===== src/rtl/sd_req_arbiter.sv =====
// Round-robin arbiter sharing one SD sector channel between NREQ requesters.
// Grant is registered 1 cycle after request; ack/strobes routed combinationally to the granted requester.
module sd_req_arbiter #(
  parameter int          NREQ    = 4,
  parameter logic [23:0] TIMEOUT = 24'hFFFFFF
) (
  input  logic              clk_sys,
  input  logic              reset_n,
  input  logic [NREQ-1:0]   req_rd,
  input  logic [NREQ-1:0]   req_wr,
  input  logic [32*NREQ-1:0] req_lba,
  input  logic [8*NREQ-1:0] req_din,
  output logic [NREQ-1:0]   req_done,
  output logic [NREQ-1:0]   req_err,
  output logic [NREQ-1:0]   req_ack,
  output logic [NREQ-1:0]   req_dout_strobe,
  output logic [NREQ-1:0]   req_din_strobe,
  output logic              busy,
  output logic [1:0]        grant_idx,
  output logic [31:0]       sd_lba,
  output logic              sd_rd,
  output logic              sd_wr,
  output logic [7:0]        sd_din,
  input  logic              sd_ack,
  input  logic              sd_dout_strobe,
  input  logic              sd_din_strobe
);

  typedef enum logic [1:0] {IDLE, ISSUE, XFER, DONE} state_t;

  state_t          state, state_nxt;
  logic [1:0]      rr_ptr, rr_ptr_nxt, grant_nxt, sel;
  logic [23:0]     cnt, cnt_nxt;
  logic [31:0]     lba_nxt, sel_lba;
  logic            rd_nxt, wr_nxt, hit, sel_wr, active, grant_pend;
  logic [NREQ-1:0] pend, grant_oh, done_nxt, err_nxt;

  function automatic logic [1:0] wrap(input int v);
    return 2'(v % NREQ);
  endfunction

  assign pend       = req_rd | req_wr;
  assign grant_pend = |(pend & grant_oh);
  assign active     = (state == ISSUE) || (state == XFER);
  assign busy       = (state != IDLE);

  assign req_ack         = {NREQ{active & sd_ack}} & grant_oh;
  assign req_dout_strobe = {NREQ{active & sd_dout_strobe}} & grant_oh;
  assign req_din_strobe  = {NREQ{active & sd_din_strobe}} & grant_oh;

  // First pending requester at or after rr_ptr, wrapping modulo NREQ.
  always_comb begin
    hit = 1'b0;
    sel = '0;
    for (int k = 0; k < NREQ; k++) begin
      if (!hit && pend[wrap(int'(rr_ptr) + k)]) begin
        hit = 1'b1;
        sel = wrap(int'(rr_ptr) + k);
      end
    end
  end

  always_comb begin
    sel_lba  = '0;
    sel_wr   = 1'b0;
    grant_oh = '0;
    sd_din   = '0;
    for (int i = 0; i < NREQ; i++) begin
      if (sel == 2'(i)) begin
        sel_lba = req_lba[32*i +: 32];
        sel_wr  = req_wr[i];
      end
      if (grant_idx == 2'(i)) begin
        grant_oh[i] = 1'b1;
        sd_din      = req_din[8*i +: 8];
      end
    end
  end

  always_comb begin
    state_nxt  = state;
    grant_nxt  = grant_idx;
    lba_nxt    = sd_lba;
    rd_nxt     = sd_rd;
    wr_nxt     = sd_wr;
    rr_ptr_nxt = rr_ptr;
    cnt_nxt    = cnt;
    done_nxt   = '0;
    err_nxt    = '0;
    case (state)
      IDLE: begin
        if (hit) begin
          grant_nxt = sel;
          lba_nxt   = sel_lba;
          wr_nxt    = sel_wr;
          rd_nxt    = ~sel_wr;
          cnt_nxt   = '0;
          state_nxt = ISSUE;
        end
      end
      ISSUE: begin
        cnt_nxt = cnt + 24'd1;
        // Ack takes precedence over both withdrawal and timeout.
        if (sd_ack) begin
          rd_nxt    = 1'b0;
          wr_nxt    = 1'b0;
          state_nxt = XFER;
        end else if (!grant_pend) begin
          rd_nxt     = 1'b0;
          wr_nxt     = 1'b0;
          rr_ptr_nxt = wrap(int'(grant_idx) + 1);
          state_nxt  = IDLE;
        end else if (cnt == TIMEOUT - 24'd1) begin
          rd_nxt    = 1'b0;
          wr_nxt    = 1'b0;
          err_nxt   = grant_oh;
          state_nxt = DONE;
        end
      end
      XFER: begin
        if (!sd_ack) begin
          done_nxt  = grant_oh;
          state_nxt = DONE;
        end
      end
      DONE: begin
        rr_ptr_nxt = wrap(int'(grant_idx) + 1);
        state_nxt  = IDLE;
      end
      default: state_nxt = IDLE;
    endcase
  end

  always_ff @(posedge clk_sys or negedge reset_n) begin
    if (!reset_n) begin
      state     <= IDLE;
      grant_idx <= '0;
      sd_lba    <= '0;
      sd_rd     <= 1'b0;
      sd_wr     <= 1'b0;
      rr_ptr    <= '0;
      cnt       <= '0;
      req_done  <= '0;
      req_err   <= '0;
    end else begin
      state     <= state_nxt;
      grant_idx <= grant_nxt;
      sd_lba    <= lba_nxt;
      sd_rd     <= rd_nxt;
      sd_wr     <= wr_nxt;
      rr_ptr    <= rr_ptr_nxt;
      cnt       <= cnt_nxt;
      req_done  <= done_nxt;
      req_err   <= err_nxt;
    end
  end

endmodule


===== config.mk =====
export PLATFORM = sky130hd
export DESIGN_NAME = sd_req_arbiter
export DESIGN_NICKNAME = d
export VERILOG_FILES = /design/src/rtl/sd_req_arbiter.sv
export SDC_FILE = /design/constraint.sdc
export NUM_CORES = 1
export LEC_CHECK = 0
export CELL_PAD_IN_SITES_DETAIL_PLACEMENT = 0
export CELL_PAD_IN_SITES_GLOBAL_PLACEMENT = 1
export CORE_MARGIN = 5
export CORE_UTILIZATION = 26
export CTS_BUF_LIST = sky130_fd_sc_hd__clkbuf_8 sky130_fd_sc_hd__clkbuf_16
export DETAILED_ROUTE_END_ITERATION = 8
export GPL_TIMING_DRIVEN = 0
export PLACE_DENSITY_LB_ADDON = 0.25
export SKIP_LAST_GASP = 1
export SLEW_MARGIN = 20
export SYNTH_ARGS = -nofsm -noshare
export SYNTH_HDL_FRONTEND = slang
export SYNTH_SLANG_ARGS = --single-unit

===== constraint.sdc =====
create_clock -name clk_sys -period 2 [get_ports clk_sys]
set_input_delay 0.4 -clock clk_sys [delete_from_list [all_inputs] [get_ports clk_sys]]
set_output_delay 0.4 -clock clk_sys [all_outputs]
set_load 0.02 [all_outputs]

==> run summary, run 1 <==
Status = finished with violations
Failing checks = negative setup slack
Clock Pin Slew Worst Setup and Hold Paths = 0.06 ns
Final instance area = 0.008392 mm^2
Cell variety after synth = 54
Hold_sp = sd_lba[1]
Fin crit period = 2.205 ns
Clock latency at the later pin of the worst-skew pair = 0.34 ns
Final period util = 110.3%
Worst clock skew = 0.007675 ns
Share of layout cells above drive strength 1 = 21.60%
CTS Buf Count = 9
Critical path fanouts, max = 4
Pin slew with the least headroom to its limit = 0.6690 ns
CTS Root Cell = clkbuf_16
Gr usage total = 19.25%
CP Launch Type = flop
Syn Area/Cell = 8.554 um^2
PwrDens = 1323 mW/mm^2
EDFF count, synth = 0
Synthesized area = 0.004713 mm^2
Final Core Density = 46.88%
Hold Worst Slack = 0.4882 ns
Area of the multi-input gates = 0.003068 mm^2
Post-synth top area share = 38.23%
Clock share of power = 15.0%
Worst Setup End Kind = primary output
Max Fclk = 453.4 MHz
Routed vias = 5,513
Syn Nets = 734
Synth Instances = 551
Number of DRC markers in iteration 0 = 245
DIE AREA = 0.02092 mm^2
Critical Path Most Common Cell = a21oi_2
Commonest non-fill, non-tap cells in the layout = clkdlybuf4s50_1, dfrtp_1, nand2_1, o21ai_0, nor2_1
Layout Nets = 1,002
Diodes inserted = 0
Comb power frac = 64.7%
Post-DP HPWL = 15,680 um
H-Tree Level Count = 3
Final WL = 20,610 um
Register area share after synthesis = 38.23%
Max IR drop VDD = 0.5010 mV
Post-synth ARST share = 100.0%
Worst Path Arrival = 1.81 ns
Dominant synthesized flop cell = dfrtp_1
Drt pass-1 iters = 5
CP required = 1.60 ns
Leakage = 3.300 nW
Avg WL per Cell = 19.57 um
RSZ-0062 raised after global routing = true
Int Pwr = 6.235 mW
Clk sinks = 72
Kind of critical path = reg -> out
Sequential group share of total power = 20.4%
Vias/cell = 5.236
Crit-path slowest cell = dfrtp_2
Vias in the first global route = 5,959
Synth area leader = dfrtp_1
Area growth, synth to finish = 78.05%
Max Cap Viol = 0
Total congestion overflow = 0
Commonest non-fill, non-tap cell in the layout = clkdlybuf4s50_1
Largest cells by area after synthesis = dfrtp_1, nor4b_1, o21ai_0, o221ai_1, nand2_1
Initial core utilization = 26.33%
First-pass GRT wire length = 31,370 um
Dpl cells = 1,018
Port bufs = 237
Synth warnings = 0
Clock tree buffer depth = 2
Fillcell total = 1,753
Sw frac = 43.84%
CP max stage delay = 0.45 ns
DIE HEIGHT = 144.6 um
#FFs+latches synth = 72
Final Wtd Congestion = 0.9219
Core footprint = 0.01790 mm^2
DIE WIDTH = 144.6 um
DRC Markers = 0
Post-route ant nets = 0
Largest net degree at the start of global routing = 46
Final setup vio count = 17
Register area = 0.001805 mm^2
Post-DP Area = 0.007438 mm^2
Critical-path cell list = inv_2 -> ha_4 -> buf_4 -> nand3b_1 -> a21oi_2 -> a21oi_2 -> o21ai_2 -> buf_6
Final Hold Viols = 0
Critical path startpoint = grant_idx[0]
Top-Level Pins = 238
TritonCTS clock tree = done
Final Max Tran Viols = 0
Setup tns final = -1.920 ns
Hold Crit Class = reg -> reg
Final Worst Setup Slack = -0.2054 ns
Initial antenna violation count = 0
Net Sw Power = 4.867 mW
Non-filler cells in the finished layout = 1,053
Row count = 49
Relative slew slack = 55.16%
## through the flow
step	worst slack (ns)	total power, mW
final	-0.2054	11.10
after detailed placement	-1.155	8.362
after global placement	-2.135	8.247
after floorplan	0.001219	5.712
after global routing	-0.2688	11.83
after CTS	-0.2284	10.83
## logic make-up (layout without fill, tap and decap cells)
kind of cell	Yosys count	after routing	synth area share (%)
simple gates	212	212	25.03
mux	6	6	1.566
fa+ha+maj	10	10	2.655
flops	72	72	38.23
compound gates	179	179	24.98
buf+inv	56	329	4.566
xor+xnor	16	16	2.973
## cells in the mapped netlist, types with 9 or more instances
cell      instances
nor2_1           33
xnor2_1           9
o21ai_1          12
nor4b_1          32
and3_1           17
ha_1             10
o221ai_1         25
a21oi_1          33
clkbuf_1         41
o21ai_0          48
nand3_1          10
dfrtp_1          72
a211oi_1         24
and2_1           10
inv_1            10
nand2_1          58
## cell type report
cell class | instances | area share (%)
multi-input combinational | 423 | 36.56
timing repair buffer | 263 | 30.57
clock buffer | 11 | 3.012
clock inverter | 5 | 0.6560
inverter | 10 | 0.4473
tap | 229 | 3.414
buffer | 40 | 3.832
sequential | 72 | 21.51
## worst max-delay path: cells and delay by family, from the launching register on
family                     cells  cell delay [ns]
adders and majority gates      1             0.18
and+or+nand+nor                1             0.09
AOI/OAI and AO/OA              3             0.36
DFF                            1             0.45
buffers and inverters          3             0.39
## registers in the layout, summed over array words and instances (netlist names), 2 cells and up, named ones only
| name | cells |
|---|---|
| cnt | 24 |
| sd_lba | 32 |
| req_done | 4 |
| grant_idx | 2 |
| req_err | 4 |
| rr_ptr | 2 |
## power groups by stage
stage	Combinational [mW]	Clock, mW	Sequential (mW)
floorplan	3.06	0	2.65
global placement	6.00	0	2.25
detailed placement	6.10	0	2.26
CTS	6.88	1.70	2.25
global route	7.73	1.77	2.33
finish	7.18	1.66	2.26
## final timing paths
path                              to  slack, ns  depth (start not counted)
setup / recovery           sd_din[2]      -0.21                          8
hold / removal             sd_lba[1]       0.49                          2
setup reg to reg             cnt[23]      -0.03                          8
hold reg to reg            sd_lba[1]       0.49                          2
max in group asynchronous  rr_ptr[1]       0.85                          3
min in group asynchronous    cnt[11]       0.54                          2
## timing repair
item / in CTS / in global routing
buffers inserted: 19 / 4
cloned: 2 / 0
endpoints found under the hold margin: 10 / 0
hold buffers: 1 / 0
pin swaps: 16 / 14
resized for setup: 203 / 70
setup endpoints to repair: 84 / 75
## per-layer routing
metal / vias to the layer above / track usage [%] / share of wire, %
li1: 2615 / - / -
met1: 2688 / 22.21 / 39
met3: 23 / 7.474 / 7.8
met2: 187 / 33.14 / 51
met4: 0 / 5.596 / 2.0
met5: - / 0 / 0
Power figures use the tool's default switching activity.
==> inputs of run 2 (changes only) <==
--- a/config.mk
+++ b/config.mk
@@ -7,12 +7,14 @@
 export LEC_CHECK = 0
 export CELL_PAD_IN_SITES_DETAIL_PLACEMENT = 0
 export CELL_PAD_IN_SITES_GLOBAL_PLACEMENT = 1
-export CORE_MARGIN = 5
+export CORE_MARGIN = 4
 export CORE_UTILIZATION = 26
 export CTS_BUF_LIST = sky130_fd_sc_hd__clkbuf_8 sky130_fd_sc_hd__clkbuf_16
+export CTS_CLUSTER_DIAMETER = 40
 export DETAILED_ROUTE_END_ITERATION = 8
 export GPL_TIMING_DRIVEN = 0
 export PLACE_DENSITY_LB_ADDON = 0.25
+export SKIP_CTS_REPAIR_TIMING = 1
 export SKIP_LAST_GASP = 1
 export SLEW_MARGIN = 20
 export SYNTH_ARGS = -nofsm -noshare
==> run 2 against run 1 <==
Compared with the run above: critical path depth is the same; final area decreased by 1.1%; die area down 2.7%; setup slack worse by 0.016 ns; largest cell class unchanged; final cell count down 0.57%; fmax down 0.70%; register-to-register slack worse by 0.04 ns; wire length fell by 3.4%; the run ends with negative hold slack, negative setup slack left; sequential share of layout area rose by 0.24 points; largest power group unchanged; sequential power about the same; worst hold slack worse by 0.50 ns; critical endpoint is now sd_din[0].
==> run summary, run 2 (same netlist as run 1, synthesis figures left out) <==
Final Core Density = 47.32%
Layout Nets = 999
Non-filler cells in the finished layout = 1,047
Hold Crit Class = in -> async
Port bufs = 237
Worst Setup End Kind = primary output
Post-route ant nets = 0
Final setup vio count = 20
Clock tree buffer depth = 2
Final Hold Viols = 28
Pin slew with the least headroom to its limit = 0.7137 ns
Comb power frac = 65.2%
Relative slew slack = 52.42%
First-pass GRT wire length = 29,190 um
Largest net degree at the start of global routing = 45
Fin crit period = 2.221 ns
Share of layout cells above drive strength 1 = 21.07%
Sequential group share of total power = 20.9%
Biggest register = sd_lba
Top-Level Pins = 238
Clock Pin Slew Worst Setup and Hold Paths = 0.06 ns
RSZ-0062 raised after global routing = true
Final period util = 111.0%
Final Worst Setup Slack = -0.2209 ns
DRC Markers = 0
Routed vias = 5,470
Sw frac = 45.05%
Final instance area = 0.008298 mm^2
Area growth, synth to finish = 76.06%
TritonCTS clock tree = done
DIE WIDTH = 142.6 um
Max Cap Viol = 0
Clock latency at the later pin of the worst-skew pair = 0.34 ns
H-Tree Level Count = 3
Status = finished with violations
Worst Path Arrival = 1.82 ns
CTS Buf Count = 9
Dpl cells = 1,014
Final Wtd Congestion = 0.8456
Avg WL per Cell = 19.02 um
Kind of critical path = reg -> out
Commonest non-fill, non-tap cells in the layout = clkdlybuf4s50_1, dfrtp_1, nand2_1, nor2_1, o21ai_0
Net Sw Power = 4.862 mW
Clock share of power = 13.9%
Max Fclk = 450.3 MHz
CP Launch Type = flop
Critical path fanouts, max = 5
Commonest non-fill, non-tap cell in the layout = clkdlybuf4s50_1
Vias in the first global route = 5,495
Leakage = 3.353 nW
Hold Worst Slack = -0.007895 ns
Core footprint = 0.01754 mm^2
CP required = 1.60 ns
Total power = 10.79 mW
Setup WS pre-CTS = -1.088 ns
Max IR drop VDD = 0.5302 mV
Total congestion overflow = 0
Number of DRC markers in iteration 0 = 216
CTS Root Cell = clkbuf_16
Largest register FFs = 32
Final Max Tran Viols = 0
Post-DP HPWL = 15,030 um
Int Pwr = 5.930 mW
Initial antenna violation count = 1
DIE AREA = 0.02035 mm^2
Vias/cell = 5.224
Post-DP Area = 0.007433 mm^2
DIE HEIGHT = 142.6 um
Failing checks = negative hold slack, negative setup slack
Gr usage total = 18.37%
Drt pass-1 iters = 4
Initial core utilization = 26.88%
Worst clock skew = 0.005290 ns
PwrDens = 1301 mW/mm^2
Setup tns final = -1.964 ns
Top Registers = sd_lba x32, cnt x24
Final WL = 19,920 um
Row count = 48
Clk sinks = 72
-- run 2: cell count changes in the layout (fill, tap and decap cells not counted), sizes merged, moves of 2 or more --
cell           previous run  this run
dlymetal6s2s              1        10
clkdlybuf4s15             7         0
clkbuf                   47        44
inv                      10        12
dlygate4sd2               4         0
-- run 2: per-layer routing --
metal | vias to the layer above | GRT usage (%) | part of all wire [%]
met2 | 190 | 30.81 | 50
met3 | 41 | 6.664 | 7.5
met5 | - | 0 | 0
met4 | 0 | 7.154 | 3.1
li1 | 2622 | - | -
met1 | 2617 | 21.42 | 39
-- run 2: worst max-delay path, cell delays in order, from the launching register on --
cell      delay [ns]
dfrtp_1         0.42
inv_2           0.09
ha_4            0.19
buf_6           0.13
nand3b_1        0.16
a21oi_2         0.14
a21oi_2         0.05
o21ai_2         0.17
buf_6           0.14
-- run 2: path summary, 6_finish.rpt --
kind                              startpoint         end  slack (ns)  cells past startpoint
worst max-delay path            grant_idx[1]   sd_din[0]       -0.22                      8
worst min-delay path                 reset_n     cnt[11]      -0.008                      1
worst max register to register          flop     cnt[23]       -0.07                      8
worst min register to register    sd_lba[26]  sd_lba[26]        0.48                      2
max in group asynchronous            reset_n   rr_ptr[1]        1.43                      2
min in group clk_sys              sd_lba[26]  sd_lba[26]        0.48                      2
-- run 2: final cells by class --
class | instances | area [um^2]
fillers | 1660 | 9239
multi-input cells | 423 | 3082
repair buffers | 258 | 2539
flip-flops and latches | 72 | 1805
well taps | 225 | 281.5
plain buffers | 42 | 274.0
clock buffers | 9 | 225.2
clock inverters | 7 | 48.80
inverters | 10 | 40.04
diodes | 1 | 2.502
-- run 2: power groups by stage --
stage / Combinational (mW) / Clock, mW / Sequential, mW
6_report: 7.04 / 1.50 / 2.25
3_3_place_gp: 6.00 / 0 / 2.24
2_1_floorplan: 3.06 / 0 / 2.65
5_1_grt: 7.62 / 1.60 / 2.30
3_5_place_dp: 6.06 / 0 / 2.25
4_1_cts: 6.08 / 1.54 / 2.24
==> inputs of run 3 (changes only) <==
--- a/config.mk
+++ b/config.mk
@@ -5,6 +5,7 @@
 export SDC_FILE = /design/constraint.sdc
 export NUM_CORES = 1
 export LEC_CHECK = 0
+export CAP_MARGIN = 20
 export CELL_PAD_IN_SITES_DETAIL_PLACEMENT = 0
 export CELL_PAD_IN_SITES_GLOBAL_PLACEMENT = 1
 export CORE_MARGIN = 4
==> results of run 3 <==
Same layout as run 2: the final DEF is identical, and so are final timing and power.
